File: src/rtl/seg7_scan_driver.sv
// seg7_scan_driver
// Time-multiplexed 7-segment driver. The display data is double-buffered:
// loads land in a pending buffer that is promoted to the active buffer only
// at a frame boundary. Each digit slot starts with a ghosting blank. The
// blank is the only time the shared segment bus may change. Leading zeros can
// be suppressed.
module seg7_scan_driver #(
  parameter int NUM_DIG     = 7,
  parameter int SCAN_DIV    = 50000,
  parameter int BLANK_CYC   = 500,
  parameter bit SEG_ACT_LOW = 1'b1,
  parameter bit DIG_ACT_LOW = 1'b0,
  parameter bit LZ_SUPPRESS = 1'b1
) (
  input  logic                 clk,
  input  logic                 rst,
  input  logic                 en,
  input  logic                 load,
  input  logic [4*NUM_DIG-1:0] digits_in,
  input  logic [NUM_DIG-1:0]   blank_in,
  output logic [NUM_DIG-1:0]   trans,
  output logic [6:0]           led7seg,
  output logic                 frame_done,
  output logic                 load_ack
);

  localparam int IDX_W = (NUM_DIG > 1) ? $clog2(NUM_DIG) : 1;
  localparam int CNT_W = $clog2(SCAN_DIV);

  localparam logic [IDX_W-1:0] IDX_LAST   = IDX_W'(NUM_DIG - 1);
  localparam logic [CNT_W-1:0] BLANK_LAST = CNT_W'(BLANK_CYC - 1);
  localparam logic [CNT_W-1:0] SLOT_LAST  = CNT_W'(SCAN_DIV - 1);

  localparam logic [6:0]         SEG_OFF   = SEG_ACT_LOW ? 7'h7F : 7'h00;
  localparam logic [NUM_DIG-1:0] TRANS_OFF = DIG_ACT_LOW ? {NUM_DIG{1'b1}} : '0;

  typedef enum logic [1:0] {
    S_IDLE  = 2'd0,
    S_BLANK = 2'd1,
    S_ON    = 2'd2
  } state_e;

  state_e state_q, state_d;
  logic [IDX_W-1:0] idx_q, idx_d;
  logic [CNT_W-1:0] cnt_q, cnt_d;

  logic [4*NUM_DIG-1:0] act_dig_q, act_dig_d;
  logic [NUM_DIG-1:0]   act_blank_q, act_blank_d;
  logic [4*NUM_DIG-1:0] pend_dig_q, pend_dig_d;
  logic [NUM_DIG-1:0]   pend_blank_q, pend_blank_d;
  logic                 pend_vld_q, pend_vld_d;

  logic [NUM_DIG-1:0] trans_q, trans_d;
  logic [6:0]         seg_q, seg_d;
  logic               frame_done_q, frame_done_d;
  logic               load_ack_q, load_ack_d;

  // Hex nibble to active-high segment pattern {g,f,e,d,c,b,a}
  function automatic logic [6:0] hex_to_seg(input logic [3:0] h);
    logic [6:0] s;
    s = 7'h00;
    case (h)
      4'h0: s = 7'h3F;
      4'h1: s = 7'h06;
      4'h2: s = 7'h5B;
      4'h3: s = 7'h4F;
      4'h4: s = 7'h66;
      4'h5: s = 7'h6D;
      4'h6: s = 7'h7D;
      4'h7: s = 7'h07;
      4'h8: s = 7'h7F;
      4'h9: s = 7'h6F;
      4'hA: s = 7'h77;
      4'hB: s = 7'h7C;
      4'hC: s = 7'h39;
      4'hD: s = 7'h5E;
      4'hE: s = 7'h79;
      4'hF: s = 7'h71;
      default: s = 7'h00;
    endcase
    return s;
  endfunction

  // Per-digit views of the active buffer: the nibble, and whether this digit
  // and every more-significant digit are zero (leading-zero candidate).
  logic [3:0]         nib [NUM_DIG];
  logic [NUM_DIG-1:0] zero_up;
  logic [NUM_DIG-1:0] dig_on;

  for (genvar gi = 0; gi < NUM_DIG; gi++) begin : g_digit
    assign nib[gi]     = act_dig_q[4*gi +: 4];
    assign zero_up[gi] = ~|act_dig_q[4*NUM_DIG-1:4*gi];
    assign dig_on[gi]  = (state_d == S_ON) && (idx_d == IDX_W'(gi));
  end

  // Slot sequencing: IDLE -> BLANK -> ON -> BLANK(idx+1) ..., en=0 parks in IDLE
  always_comb begin
    state_d = state_q;
    idx_d   = idx_q;
    cnt_d   = cnt_q;
    if (!en) begin
      state_d = S_IDLE;
      idx_d   = '0;
      cnt_d   = '0;
    end else begin
      case (state_q)
        S_IDLE: begin
          state_d = S_BLANK;
          idx_d   = '0;
          cnt_d   = '0;
        end
        S_BLANK: begin
          cnt_d = cnt_q + CNT_W'(1);
          if (cnt_q == BLANK_LAST) state_d = S_ON;
        end
        S_ON: begin
          if (cnt_q == SLOT_LAST) begin
            state_d = S_BLANK;
            cnt_d   = '0;
            idx_d   = (idx_q == IDX_LAST) ? '0 : idx_q + IDX_W'(1);
          end else begin
            cnt_d = cnt_q + CNT_W'(1);
          end
        end
        default: begin
          state_d = S_IDLE;
          idx_d   = '0;
          cnt_d   = '0;
        end
      endcase
    end
  end

  // Buffer handoff and registered output values. The frame boundary is the
  // edge that enters the last ON cycle of the last digit: frame_done and
  // load_ack rise together there. Segments only reload when entering or
  // staying in BLANK, so an active-buffer swap never shows mid-slot.
  always_comb begin
    logic       dark;
    logic [6:0] lit;

    act_dig_d    = act_dig_q;
    act_blank_d  = act_blank_q;
    pend_dig_d   = pend_dig_q;
    pend_blank_d = pend_blank_q;
    pend_vld_d   = pend_vld_q;
    load_ack_d   = 1'b0;

    frame_done_d = (state_d == S_ON) && (idx_d == IDX_LAST) && (cnt_d == SLOT_LAST);

    if (frame_done_d) begin
      if (load) begin
        act_dig_d   = digits_in;
        act_blank_d = blank_in;
        load_ack_d  = 1'b1;
      end else if (pend_vld_q) begin
        act_dig_d   = pend_dig_q;
        act_blank_d = pend_blank_q;
        load_ack_d  = 1'b1;
      end
      pend_vld_d = 1'b0;
    end else if (load) begin
      pend_dig_d   = digits_in;
      pend_blank_d = blank_in;
      pend_vld_d   = 1'b1;
    end

    dark = act_blank_q[idx_d] ||
           (LZ_SUPPRESS && (idx_d != '0) && zero_up[idx_d]);
    lit  = dark ? 7'h00 : hex_to_seg(nib[idx_d]);

    seg_d = seg_q;
    if (state_d == S_IDLE) begin
      seg_d = SEG_OFF;
    end else if (state_d == S_BLANK) begin
      seg_d = SEG_ACT_LOW ? ~lit : lit;
    end

    trans_d = DIG_ACT_LOW ? ~dig_on : dig_on;
  end

  // State, buffers and outputs, with asynchronous active-low reset
  always_ff @(posedge clk or negedge rst) begin
    if (!rst) begin
      state_q      <= S_IDLE;
      idx_q        <= '0;
      cnt_q        <= '0;
      act_dig_q    <= '0;
      act_blank_q  <= {NUM_DIG{1'b1}};
      pend_dig_q   <= '0;
      pend_blank_q <= '0;
      pend_vld_q   <= 1'b0;
      trans_q      <= TRANS_OFF;
      seg_q        <= SEG_OFF;
      frame_done_q <= 1'b0;
      load_ack_q   <= 1'b0;
    end else begin
      state_q      <= state_d;
      idx_q        <= idx_d;
      cnt_q        <= cnt_d;
      act_dig_q    <= act_dig_d;
      act_blank_q  <= act_blank_d;
      pend_dig_q   <= pend_dig_d;
      pend_blank_q <= pend_blank_d;
      pend_vld_q   <= pend_vld_d;
      trans_q      <= trans_d;
      seg_q        <= seg_d;
      frame_done_q <= frame_done_d;
      load_ack_q   <= load_ack_d;
    end
  end

  assign trans      = trans_q;
  assign led7seg    = seg_q;
  assign frame_done = frame_done_q;
  assign load_ack   = load_ack_q;

endmodule

File: config.mk
export PLATFORM = sky130hd
export DESIGN_NAME = seg7_scan_driver
export DESIGN_NICKNAME = d
export VERILOG_FILES = /design/src/rtl/seg7_scan_driver.sv
export SDC_FILE = /design/constraint.sdc
export NUM_CORES = 1
export LEC_CHECK = 0
export ABC_AREA = 1
export BUFFER_PORTS_ARGS = -buffer_cell sky130_fd_sc_hd__buf_2
export CORE_ASPECT_RATIO = 0.75
export CORE_MARGIN = 2
export CORE_UTILIZATION = 50
export CTS_BUF_LIST = sky130_fd_sc_hd__clkbuf_8
export DETAILED_ROUTE_END_ITERATION = 16
export PLACE_DENSITY = 0.69
export SYNTH_ARGS = -nofsm -noshare
export SYNTH_HDL_FRONTEND = slang
export SYNTH_SLANG_ARGS = --single-unit
File: constraint.sdc
create_clock -name clk -period 3.2 [get_ports clk]
set_input_delay 0.16 -clock clk [delete_from_list [all_inputs] [get_ports clk]]
set_output_delay 0.16 -clock clk [all_outputs]
set_load 0.03 [all_outputs]
# ---- Word-level counts from Yosys, hierarchy flattened
# Memories as Yosys holds them, arrays and structs flattened.
# Cells that the tools add are included.
dict set report word_totals {
  word_cells 97
  ff_bits 108
  memories 1
  mem_bits_ro 112
  output_inout_bits 16
  inputBits 39
}
# name depth width read_ports rd_ports_with_merged_regs wr line_no
set memory_table {}
lappend memory_table {{(no name shown)} 16 7 1 0 0 62} ;# case (h)
dict set report classes {
  n_addsub 2
  reduce_logical 33
  muxes 30
  magnitude_cmp 2
  n_bitwise 3
  eq_ne 14
}
# op n
set op_table {}
lappend op_table {{28-bit two-way mux} 2}
lappend op_table {{7-bit two-way mux} 5}
lappend op_table {{16-bit equality test (second input constant)} 2}
lappend op_table {{16-bit two-way mux} 2}
lappend op_table {{16-bit case mux with 2 select lines} 1}
lappend op_table {{28-bit OR reduction} 1}
lappend op_table {{24-bit OR reduction} 1}
lappend op_table {{20-bit OR reduction} 1}
lappend op_table {{16-bit by 1-bit adder with 16-bit output (second input constant)} 1}
lappend op_table {{16-bit by 9-bit equality test with 1-bit output (second input constant)} 1}
lappend op_table {{16-bit OR reduction} 1}
lappend op_table {{4-bit binary-select mux with 3-bit select} 1}
lappend op_table {{3-bit equality test (second input constant)} 4}
lappend op_table {{12-bit OR reduction} 1}
lappend op_table {{1-bit logical AND} 9}
lappend op_table {{3-bit two-way mux} 3}
lappend op_table {{4-bit two-way mux} 2}
lappend op_table {{8-bit OR reduction} 1}
lappend op_table {{1-bit logical NOT} 7}
lappend op_table {{1-bit two-way mux} 7}
lappend op_table {{7-bit inverter} 1}
lappend op_table {{1-bit binary-select mux with 3-bit select} 2}
lappend op_table {{3-bit by 2-bit equality test with 1-bit output (second input constant)} 2}
lappend op_table {{2-bit two-way mux} 3}
lappend op_table {{other kinds (17)} 23}

# ---- Longest topological paths before layout
# An unclocked memory read counts as a cell.
dict set report depth {
  depth_word 14
  depth_mapped 23
  mapped_depth_nobuf 22
}

# ---- Worst setup path after synthesis
# No wires, ideal clock.
dict set report synth_timing {
  path_type {register -> register}
  startpoint {register state_q[0]}
  endpoint {register seg_q[3], in the netlist led7seg[3]}
  stages_incl_launch_ff 23
  setup_time_ns 0.072
  t_arrival_ns 2.815
  period_less_slack_ns 2.887
  n_path_buf 1
  t_required_ns 3.128
  setup_slack_ns 0.313
  path_cell_list {dfrtp_1 > inv_1 > ha_1 > inv_1 > a21oi_1 > nand2_1 > o21ai_0 > inv_1 > nand2_1 > nand2_1 > nor2_2 > buf_2 > nand3_1 > nand3_1 > nor2_1 > nor2_1 > inv_1 > ha_1 > nand3b_1 > nand3_1 > nand3_1 > nand2_1 > inv_1}
}
dict set report synth_via {
  elab_chain_len 12
  elab_cells_between_ends 28
  cone_classes {eq/ne (3); mux (16); bitwise (2); reduce/logical (6); memory (1)}
}
# item line_no
set synth_rtl {}
lappend synth_rtl {{start: declaration} 43} ;# state_e state_q, state_d;
lappend synth_rtl {{start signal: assignment} 198} ;# state_q <= state_d;
lappend synth_rtl {{2-bit equality test / 2-bit by 1-bit equality test with 1-bit output (equally long branches)} 106} ;# case (state_q)
lappend synth_rtl {{3-bit case mux with 2 select lines (*)} 106}
lappend synth_rtl {{3-bit two-way mux (*)} 101} ;# if (!en) begin
lappend synth_rtl {{via idx_d[1]} 44} ;# logic [IDX_W-1:0] idx_q, idx_d;
lappend synth_rtl {{3-bit inverter with 4-bit output (implied by the code)} 170} ;# lit = dark ? 7'h00 : hex_to_seg(nib[idx_d]);
lappend synth_rtl {{4-bit binary-select mux with 3-bit select} 170}
lappend synth_rtl {{4-bit two-way mux (implied by the code) (2 in a row)} 170}
lappend synth_rtl {{memory 16 x 7 bit} --}
lappend synth_rtl {{7-bit two-way mux (*)} 170}
lappend synth_rtl {{7-bit inverter (*)} 176} ;# seg_d = SEG_ACT_LOW ? ~lit : lit;
lappend synth_rtl {{7-bit two-way mux (*)} 175} ;# end else if (state_d == S_BLANK) begin
lappend synth_rtl {{7-bit two-way mux (*)} 173} ;# if (state_d == S_IDLE) begin
lappend synth_rtl {{end signal: assignment} 207} ;# seg_q <= seg_d;
lappend synth_rtl {{end: declaration} 54} ;# logic [6:0] seg_q, seg_d;
# The timed path passes the listed nets; every way through them passes the cells marked *. The select of a mux whose other input is x is not followed.
# A chain may end at the register's enable or synchronous reset.

# ---- Final worst setup path
dict set report layout_timing {
  startpoint {register cnt_q[0]}
  endpoint {register pend_dig_q[10]}
}
dict set report layout_via {
  elab_cells_between_ends 20
  cone_classes {add/sub (1); eq/ne (5); mux (10); bitwise (1); reduce/logical (3)}
}
# item line_no
set layout_lines {}
lappend layout_lines {{start: declaration} 45} ;# logic [CNT_W-1:0] cnt_q, cnt_d;
lappend layout_lines {{start signal: assignment} 200} ;# cnt_q <= cnt_d;
lappend layout_lines {{16-bit by 1-bit adder with 16-bit output / 16-bit equality test (equally long branches)} {113, 122, 117}}
lappend layout_lines {{16-bit two-way mux} 117} ;# if (cnt_q == SLOT_LAST) begin
lappend layout_lines {{16-bit case mux with 2 select lines (*)} 106}
lappend layout_lines {{16-bit two-way mux (*)} 101}
lappend layout_lines {{via cnt_d[4]} 45}
lappend layout_lines {{16-bit equality test (*)} 149} ;# frame_done_d = (state_d == S_ON) && (idx_d == IDX_LAST) && (cnt_d == SLOT_LAST);
lappend layout_lines {{1-bit logical AND (*)} 149}
lappend layout_lines {{1-bit inverter (no source line) (*)} --}
lappend layout_lines {{2-bit AND reduction (no source line) (*)} --}
lappend layout_lines {{end signal: assignment} 203} ;# pend_dig_q <= pend_dig_d;
lappend layout_lines {{end: declaration} 49} ;# logic [4*NUM_DIG-1:0] pend_dig_q, pend_dig_d;
# The timed path passes the listed nets; every way through them passes the cells marked *.

==> qor.yml <==
crit_start: "cnt_q[0]"
fillCellCount: 1156
cp.required_ps: 3470
grt_remaining_overflow: 0
path_class: "reg -> reg"
cts_sinks: 108
route.vias.total: 5226
avgViaCountPerCell: 5.30
finClkSkew_ps: 13.5
drt_iter0_markers: 352
io_buffers: 54
yosysSeqAreaShare: 0.443
syn_area_sq_um: 6140
ant_nets: 0
cts_tree: "done"
worst_pin_slew_ps: 1130
violations: "hold timing"
first_pass_iters: 5
dpl.hpwl_mm: 9.88
wl_per_cell_microns: 14.3
cts-root-buf: "clkbuf_8"
hold_slack_ps: -18.4
powerDensity_nw_per_um2: 355
setup_violations: 0
syn_inst: 761
initial_utilization: 0.506
cp-start-kind: "flip-flop"
routed_wl_mm: 14.1
die_w_microns: 132
syn-num-nets: 811
num_antenna_cells: 0
antenna_found_initial: 0
arrival_ps: 3210
cts_made_buffers: 9
setup_slack_ps: 258
die_height_microns: 100
ios: 55
final_cells: 986
fin_area_sq_um: 6820
drc: 0
dpl-instance-area_sq_um: 6570
hold_class: "in -> async"
grt_pass1_vias: 5021
fmax_mhz: 340
path_clk_slew_ps: 110
finalCritPeriodShare: 0.919
ys_warn_count: 0
relSlewSlack: 0.246
place_ws_ps: 139
grt_max_degree: 90
htree_levels: 3
core_sq_um: 12100
postSynthAreaPerCell_sq_um: 8.07
core.rowCount: 35
synth_cell_type_count: 42
ys_seq_elements: 108
nNetsFinal: 865
ys.flop_type: "dfrtp_1"
cp_max_fo: 24
finalMaxSlewViolations: 0
period_minus_slack_ps: 2940
cts.path.max_buffers: 2
grt_usage: 0.222
async_flop_share: 1.00
place_congestion: 0.945
irDropWorstVdd_mv: 0.277
finalHoldViolCount: 17
synth_edf_count: 0
cap_viol_max_count: 0
drive_above_1_share: 0.241
place_inst: 963
grt_first_pass_wirelength_mm: 23.9
r2r-start: "cnt_q[0]"
p_leak_nw: 3.55
endpoint_kind: "flip-flop"
area_growth_pct: 11.1
status: "finished, violations left"
clkLatencyLatePin_ps: 380
die-area_sq_um: 13200
cts_hold_buf: 0
[timing repair]
item / 4_1_cts / 5_1_grt
gates resized for setup: 0 / 9
endpoints found under the hold margin: 0 / 0
setup buffers: 0 / 5
setup endpoints to repair: 0 / 50
[worst max-delay path, stage by stage, from the launching register on]
cell	delay [ps]
dfrtp_1	400
ha_2	230
nand3_2	160
nor2_4	150
nand2_1	100
nand2_2	100
nand2_2	80
nand2_4	200
nor2_1	100
nor3_2	270
nand4_2	180
nor2_8	240
nand2_4	230
buf_12	230
nand3_1	70
nand2_1	70
[path summary, 6_finish.rpt]
| kind | end | slack (ps) | cells past startpoint |
|---|---|---|---|
| max | pend_dig_q[10] | 260 | 15 |
| min | pend_dig_q[18] | -20 | 1 |
| max reg2reg | pend_dig_q[10] | 260 | 15 |
| min reg2reg | pend_dig_q[14] | 480 | 2 |
| max in group asynchronous | led7seg[0] | 2270 | 2 |
| min in group clk | pend_dig_q[13] | 20 | 3 |
[area by class of cell]
class | instances | area [sq um] | share of cell area
clock buffers | 9 | 124 | 0.0182
clock inverters | 7 | 38.8 | 0.00568
inverters | 61 | 229 | 0.0336
multi-input cells | 562 | 3080 | 0.451
flip-flops and latches | 108 | 2720 | 0.399
well taps | 166 | 208 | 0.0304
repair buffers | 73 | 428 | 0.0627
[cells in the final DEF, fill, tap and decap left out, drive strengths merged, types with 8 or more instances in the layout]
master | synthesis | layout
nor3 | 8 | 8
nand3 | 86 | 86
a21oi | 12 | 12
ha | 11 | 11
nand4 | 45 | 45
dfstp | 14 | 14
buf | 25 | 73
nor2 | 81 | 82
o21ai | 11 | 11
clkbuf | 7 | 9
nand2 | 240 | 241
dfrtp | 94 | 94
mux2 | 35 | 35
inv | 60 | 64
[kinds of logic (layout without fill, tap and decap cells)]
logic type | count (synthesis) | in the layout | synth area share
xor+xnor | 8 | 8 | 0.0114
simple gates | 477 | 479 | 0.368
fa+ha+maj | 11 | 11 | 0.0224
buf+inv | 93 | 150 | 0.0650
flops | 108 | 108 | 0.443
compound gates | 29 | 29 | 0.0259
mux | 35 | 35 | 0.0642
[synthesized netlist by cell type (3+ instances only)]
master | instances | area (sq um)
xor2_1 | 7 | 61.3
nor3_2 | 3 | 30.0
nand3_2 | 4 | 40.0
a21oi_1 | 12 | 60.1
inv_1 | 50 | 188
mux2_2 | 35 | 394
buf_2 | 16 | 80.1
inv_2 | 10 | 37.5
nor2_1 | 70 | 263
nor2_2 | 8 | 50.1
nand4_1 | 43 | 269
dfrtp_1 | 94 | 2350
nor4_1 | 4 | 25.0
clkbuf_1 | 7 | 26.3
nand2_2 | 17 | 106
nor3_1 | 5 | 25.0
nand2_1 | 220 | 826
buf_1 | 4 | 15.0
or2_2 | 5 | 31.3
o21ai_1 | 4 | 20.0
nand3_1 | 82 | 410
dfstp_2 | 14 | 368
ha_1 | 11 | 138
nand3b_1 | 4 | 30.0
o21ai_0 | 7 | 35.0
buf_6 | 3 | 33.8
[stage by stage]
| step | hold slack, ps | power [mW] | util | TNS, ps |
|---|---|---|---|---|
| finish | -18.4 | 2.42 | 0.562 | 0 |
| global route | 2.76 | 2.53 | 0.562 | -5.15 |
| global placement | 406 | 1.68 | 0.542 | 0 |
| detailed placement | 407 | 1.69 | 0.542 | 0 |
| floorplan | -136 | 1.61 | - | 0 |
| CTS | 6.92 | 2.45 | 0.555 | 0 |
[registers in the layout, indices dropped and copies added, names as in the netlist]
signal and count:
state_q 2, frame_done 1, pend_vld_q 1, load_ack 1, led7seg 7, act_dig_q 28, cnt_q 16, idx_q 3
pend_dig_q 28, trans 7, act_blank_q 7, pend_blank_q 7
[where the power goes]
group	leakage (nW)	internal, mW	switching [mW]
combinational	2.06	0.0928	0.133
sequential	1.39	1.42	0.0266
clock	0.0972	0.277	0.473
[routing by layer]
metal,vias up,track usage,wire length (microns),part of all wire
met5,-,0,0,0
met4,0,0.0518,144,0.010
met3,14,0.0596,786,0.056
met2,134,0.336,6240,0.44
met1,2472,0.321,6940,0.49
li1,2606,-,-,-
Note: power is estimated with default switching activity, not from simulation.
